[config.mk]
export PLATFORM = sky130hd
export DESIGN_NAME = fetch_stage
export DESIGN_NICKNAME = d
export VERILOG_FILES = /design/src/rtl/fetch_stage.sv
export SDC_FILE = /design/constraint.sdc
export NUM_CORES = 1
export LEC_CHECK = 0
export CORE_MARGIN = 4
export CORE_UTILIZATION = 56
export CTS_CLUSTER_SIZE = 40
export DETAILED_ROUTE_END_ITERATION = 6
export PLACE_DENSITY = 0.88
export SLEW_MARGIN = 20
export SYNTH_ARGS = -nofsm -noshare
export SYNTH_HDL_FRONTEND = slang
export SYNTH_SLANG_ARGS = --single-unit
export TNS_END_PERCENT = 50
[constraint.sdc]
create_clock -name clk_i -period 4 [get_ports clk_i]
set_input_delay 0.8 -clock clk_i [delete_from_list [all_inputs] [get_ports clk_i]]
set_output_delay 0.8 -clock clk_i [all_outputs]
set_load 0.05 [all_outputs]
[src/rtl/fetch_stage.sv]
// fetch_stage: owns the PC, drives instruction-memory requests and holds the IF/ID register.
// Tolerates multi-cycle memory latency, load-use stalls and taken-branch flushes.
module fetch_stage #(
    parameter logic [31:0] RESET_PC  = 32'h0000_0000,
    parameter logic [31:0] NOP_INSTR = 32'h0000_0013
) (
    input  logic        clk_i,
    input  logic        rst_i,
    input  logic        stall_i,
    input  logic        flush_i,
    input  logic [31:0] branch_target_i,
    output logic        imem_req_o,
    output logic [31:0] imem_addr_o,
    input  logic [31:0] imem_rdata_i,
    input  logic        imem_valid_i,
    output logic [31:0] instr_o,
    output logic [31:0] pc_o,
    output logic [31:0] pc_plus4_o,
    output logic        inhibit_control_o
);

    typedef enum logic [1:0] {
        FETCH   = 2'd0,
        HOLD    = 2'd1,
        DISCARD = 2'd2
    } state_t;

    typedef struct packed {
        logic        valid;
        logic [31:0] instr;
        logic [31:0] pc;
    } if_id_t;

    localparam if_id_t BUBBLE = {1'b0, NOP_INSTR, 32'h0};

    state_t      state_q, state_d;
    logic [31:0] pc_q, pc_d;
    logic [31:0] pend_q, pend_d;
    if_id_t      ifid_q, ifid_d;
    logic [31:0] skid_instr_q, skid_instr_d;
    logic [31:0] skid_pc_q, skid_pc_d;

    // Request is idle while a fetched word waits in the skid register.
    always_comb begin
        imem_req_o  = !rst_i && (state_q != HOLD);
        imem_addr_o = (state_q == DISCARD) ? pend_q : pc_q;
    end

    assign instr_o           = ifid_q.instr;
    assign pc_o              = ifid_q.pc;
    assign pc_plus4_o        = ifid_q.pc + 32'd4;
    assign inhibit_control_o = !ifid_q.valid;

    // Next state, PC and IF/ID selection; a flush outranks a stall.
    always_comb begin
        state_d      = state_q;
        pc_d         = pc_q;
        pend_d       = pend_q;
        ifid_d       = ifid_q;
        skid_instr_d = skid_instr_q;
        skid_pc_d    = skid_pc_q;
        if (flush_i) begin
            ifid_d       = BUBBLE;
            skid_instr_d = '0;
            skid_pc_d    = '0;
            pc_d         = branch_target_i & ~32'd3;
            unique case (state_q)
                FETCH: begin
                    if (!imem_valid_i) begin
                        state_d = DISCARD;
                        pend_d  = pc_q;
                    end
                end
                HOLD: state_d = FETCH;
                DISCARD: begin
                    // A response landing now is the one being
                    // waited for; waiting longer would deadlock.
                    if (imem_valid_i) state_d = FETCH;
                end
                default: state_d = FETCH;
            endcase
        end else begin
            unique case (state_q)
                FETCH: begin
                    if (imem_valid_i) begin
                        if (stall_i) begin
                            skid_instr_d = imem_rdata_i;
                            skid_pc_d    = pc_q;
                            state_d      = HOLD;
                        end else begin
                            ifid_d = {1'b1, imem_rdata_i, pc_q};
                            pc_d   = pc_q + 32'd4;
                        end
                    end else if (!stall_i) begin
                        ifid_d = BUBBLE;
                    end
                end
                HOLD: begin
                    if (!stall_i) begin
                        ifid_d  = {1'b1, skid_instr_q, skid_pc_q};
                        pc_d    = pc_q + 32'd4;
                        state_d = FETCH;
                    end
                end
                DISCARD: begin
                    ifid_d = BUBBLE;
                    if (imem_valid_i) state_d = FETCH;
                end
                default: state_d = FETCH;
            endcase
        end
    end

    // State registers; reset also drops any in-flight response.
    always_ff @(posedge clk_i) begin
        if (rst_i) begin
            state_q      <= FETCH;
            pc_q         <= RESET_PC;
            pend_q       <= '0;
            ifid_q       <= BUBBLE;
            skid_instr_q <= '0;
            skid_pc_q    <= '0;
        end else begin
            state_q      <= state_d;
            pc_q         <= pc_d;
            pend_q       <= pend_d;
            ifid_q       <= ifid_d;
            skid_instr_q <= skid_instr_d;
            skid_pc_q    <= skid_pc_d;
        end
    end

endmodule

# After elaboration in Yosys (flattened, before gate mapping)
# Index checks and enable logic that the tools add are counted.
# totals
word_cells	54
out_inout_bits	130
ff_bits	195
# classes
addsub	2
n_reduce_logical	14
n_eq_ne	10
muxes	18
n_bitwise	1
# ops
cell	n
$mux 65	4
$pmux 65 s3	1
$mux 32	4
$add 32x3->32 const B	2
$pmux 32 s2	1
$mux 2	6
$ne 3x3->1 const B	4
$reduce_and 3->1	3
$ne 2x2->1 const B	3
$pmux 2 s3	1
$reduce_bool 3->1	2
$pmux 2 s2	1
$reduce_and 2->1	2
$reduce_and 4->1	1
$eq 2x1->1 const B	1
$eq 2x2->1 const B	1
$logic_not 1->1	2
$logic_not 2->1	1
$ne 2x1->1 const B	1
$reduce_bool 2->1	1
$reduce_or 2->1	1
$logic_and 1x1->1	1
$not 1->1	1

# Longest topological paths before layout
# depth
depth_word	5
depth_mapped	9
ltp_nobuf	6

# Worst setup path after synthesis
# No wires, ideal clock.
# synth_path
path_kind	reg2out
from	register state_q[0]
to	output imem_addr_o[13]
t_arrival_ns	2.138
n_path_buf	2
stages_incl_launch_ff	6
t_required_ns	3.200
slack_ns	1.062
path_cell_list	dfxtp_1 inv_1 ha_1 clkbuf_1 clkbuf_1 o21ai_0
# synth_between
elab_chain_cells	2
# synth_rtl
element	line	rtl
start, declared	36	state_t state_q, state_d;
start signal, assigned	124	state_q <= state_d;
$eq 2x2->1	46	imem_addr_o = (state_q == DISCARD) ? pend_q : pc_q;
$mux 32	46	
end, declared	13	output logic [31:0] imem_addr_o,
# No other way between the ends.

# Worst setup path in the final report
# layout_path
from	register state_q[1]
to	output imem_addr_o[19]
# The elaborated chain is that of the path after synthesis.

==> results.md <==
* Area of the multi-input gates at 4562 µm²
* Sequential share of power at 44.1%
* DIE AREA at 18910 µm²
* Synth top area share at 39.86%
* R2R cell count at 6
* Commonest non-fill, non-tap cell in the layout: nand2_1
* CORE AREA at 16520 µm²
* Synthesized area per cell at 8.139 µm²
* Status: complete, no violations
* RSZ-0062 raised after global routing: false
* CP Data Arrival Time at 2970 ps
* Hold EP: pend_q[12]$_SDFFE_PP0P_
* Worst setup margin at 232.3 ps
* # setup viols final at 0
* 1st-pass router iterations at 7
* Critical Path End Type: output port
* Peak VDD IR at 0.3209 mV
* FP Rows at 47
* Setup slack at placement at 706.2 ps
* Combinational Power Share at 20.8%
* Final wirelength at 25100 µm
* NumNets Final at 1291
* CTS tree: done
* Layout cells sized above 1 at 8.293%
* Crit-path max FO at 15
* N_diodes at 0
* Clk Latency, worst-skew pair at 440 ps
* Cts bufs inserted at 17
* # port buffers at 190
* Yosys reg bits at 187
* NetSw at 1.502 mW
* Clk sinks at 187
* # H-tree levels at 4
* Routed WL per cell at 17.31 µm
* CTS Root Buffer Type: clkbuf_16
* Minimum clock period at 3768 ps
* Top Family by Delay on Critical Path: buffers and inverters
* Global-route wire length before repair at 38890 µm
* Sw frac at 32.53%
* R2r endpoint: instr_o[27]$_SDFFE_PP0P_
* LEAKAGE at 3.868 nW
* Power after layout at 4.619 mW
* Mapped Area at 9393 µm²
* Synth Flop Type: dfxtp_1
* Fin util at 68.24%
* Slowest-stage cell, CP: clkdlybuf4s50_1
* Cells along the critical path: ha_1, buf_4, mux2_2, clkdlybuf4s50_1
* Fin. Hold Viols at 0
* Pwr per Cell Area at 409.6 nW/µm²
* Height of the die at 137.5 µm
* Clock edge transition at the registers on the reported setup and hold paths at 70 ps
* Setup TNS at 0 ps
* Reg-to-Reg Start: state_q[1]$_SDFFE_PP0P_
* Cell taking the most area after synthesis: dfxtp_1
* Min-delay src: pend_q[12]$_SDFFE_PP0P_
* Vias in the first global route at 7817
* Slew HR at 27.89%
* Min-Delay Path Depth at 2
* CP max stage delay at 710 ps
* Seq/Total Area, Yosys at 39.86%
* Number of fill cells in the layout at 1303
* Initial Util at 56.84%
* Clock power share at 35.1%
* I/O pin cnt at 199
* Synthesized instance count at 1154
* Crit start category: flop
* Number of flops mapped to enable cells by yosys at 0
* Post-CTS resize count at 0
* Commonest non-fill, non-tap cells in the layout: 214 x nand2_1, 189 x clkdlybuf4s50_1, 187 x dfxtp_1
* GRT overflow at 0
* Max-slew violation count at 0
* Crit path from: state_q[1]$_SDFFE_PP0P_
* Post-synth ARST share at 0%
* Gpl congestion at 0.8758
* FF+latch area at 3744 µm²
* Die boundary width at 137.5 µm
* Post-route clock period utilization at 94.19%
* Distinct cell type count after synthesis at 64
* Req. time, crit path at 3200 ps
* Post-DP HPWL at 17020 µm
* Setup bufs post-CTS at 0
* Setup slack, reg-to-reg at 1540 ps
* Hold crit path type: flop to flop
* Worst-Margin Slew at 1072 ps
* Cell-internal power at 3.116 mW
* Overall Global Routing Usage at 25.46%
* Initial antenna violation count at 0
* Clock Path Buffers at 2
* YS warnings at 0
* Synth top area cells: dfxtp_1 40%, nand2_1 8.6%, buf_4 5.9%
* Post-route ant nets at 0
* Via count at 8618
* Hold bufs inserted after CTS at 0
* Worst Path Buf+Inv at 2
* Via density at 5.943
* MaxCap Viol Count at 0
* Post-route DRC violation count at 0
* Worst Skew at 11.56 ps
* Synthesis-to-finish area growth at 20.06%
* Kind of critical path: flop to output port
* Max Fclk at 265.4 MHz
* Pin count of the biggest net entering global routing at 61
* Initial DRC count at 805
[metal layers]
metal | track usage [%] | wire length [µm] | vias to the layer above
met3 | 5.150 | 2232 | 50
met1 | 34.59 | 10600 | 4006
met4 | 8.426 | 509 | 0
met2 | 40.56 | 11760 | 440
li1 | - | - | 4122
met5 | 0 | 0 | -
[flip-flops by register name, indices dropped and copies added (netlist names)]
name and cells:
ifid_q 1, instr_o 32, pc_o 30, pc_q 30, pend_q 30, skid_instr_q 32, skid_pc_q 30, state_q 2
[how the worst max path moves through the flow]
| stage | slack, ps | depth (start not counted) | endpoint |
|---|---|---|---|
| after floorplan | 1060 | 5 | imem_addr_o[13] |
| after global routing | 100 | 4 | imem_addr_o[19] |
| after detailed placement | 710 | 4 | imem_addr_o[19] |
| final | 230 | 4 | imem_addr_o[19] |
| after CTS | 210 | 4 | imem_addr_o[19] |
| after global placement | 710 | 4 | imem_addr_o[29] |
[stage by stage]
| stage | instances | hold slack, ps | area, µm² |
|---|---|---|---|
| 6_report | 1450 | 453.1 | 11280 |
| 5_1_grt | 1450 | 471.9 | 11280 |
| 4_1_cts | 1450 | 455.6 | 11280 |
| 3_5_place_dp | 1418 | 446.3 | 10710 |
| 3_3_place_gp | 1418 | 438.1 | 10710 |
| 2_1_floorplan | 1159 | 432.9 | 9412 |
[layout make-up]
| cell class | instances | share of cell area (%) |
|---|---|---|
| multi-input combinational | 784 | 40.45 |
| sequential | 187 | 33.20 |
| timing repair buffer | 209 | 18.31 |
| clock buffer | 18 | 3.894 |
| tap | 220 | 2.441 |
| clock inverter | 14 | 1.110 |
| inverter | 18 | 0.5991 |
[worst min-delay path: cells and delay by family (launching register included)]
family / cells / cell delay, ps
AND/OR/NAND/NOR: 1 / 50
AO/OA/AOI/OAI: 1 / 50
flip-flops: 1 / 310
[power groups by stage]
stage | sequential (mW) | clock (mW) | combinational (mW)
after floorplan | 2.02 | 0 | 0.735
after global placement | 2.07 | 0 | 0.941
after detailed placement | 2.07 | 0 | 0.953
after CTS | 2.03 | 1.63 | 0.959
after global routing | 2.04 | 1.70 | 1.02
final | 2.04 | 1.62 | 0.962
[synthesized netlist by cell type (all sizes together) (2+ instances only)]
cell type,count
mux2,28
nor3b,2
o2111a,2
a22oi,2
a21oi,101
and3,8
xnor2,21
nand4,19
a41oi,2
nor3,63
o31ai,5
a211oi,15
a2111oi,3
and4,10
dfxtp,187
mux2i,2
nor4,12
a221oi,63
nand2b,2
o32ai,2
a311o,2
or4,4
and2,3
nand3,20
xor2,14
inv,18
ha,5
nor4b,2
a31oi,2
clkbuf,77
nor2b,9
or2,3
buf,91
or3,6
o21ai,15
o211ai,2
a311oi,14
nor2,93
nand2,215
[logic make-up (layout without fill, tap and decap cells)]
family / Yosys count / after routing / synth area share [%]
simple gates: 474 / 474 / 23.30
compound gates: 234 / 234 / 16.96
other cells: 1 / 6 / 0.03992
xor+xnor: 35 / 35 / 3.264
fa+ha+maj: 5 / 5 / 0.6660
buf+inv: 188 / 259 / 12.18
mux: 30 / 30 / 3.743
flops: 187 / 187 / 39.86
Note: power is estimated with default switching activity, not from simulation.
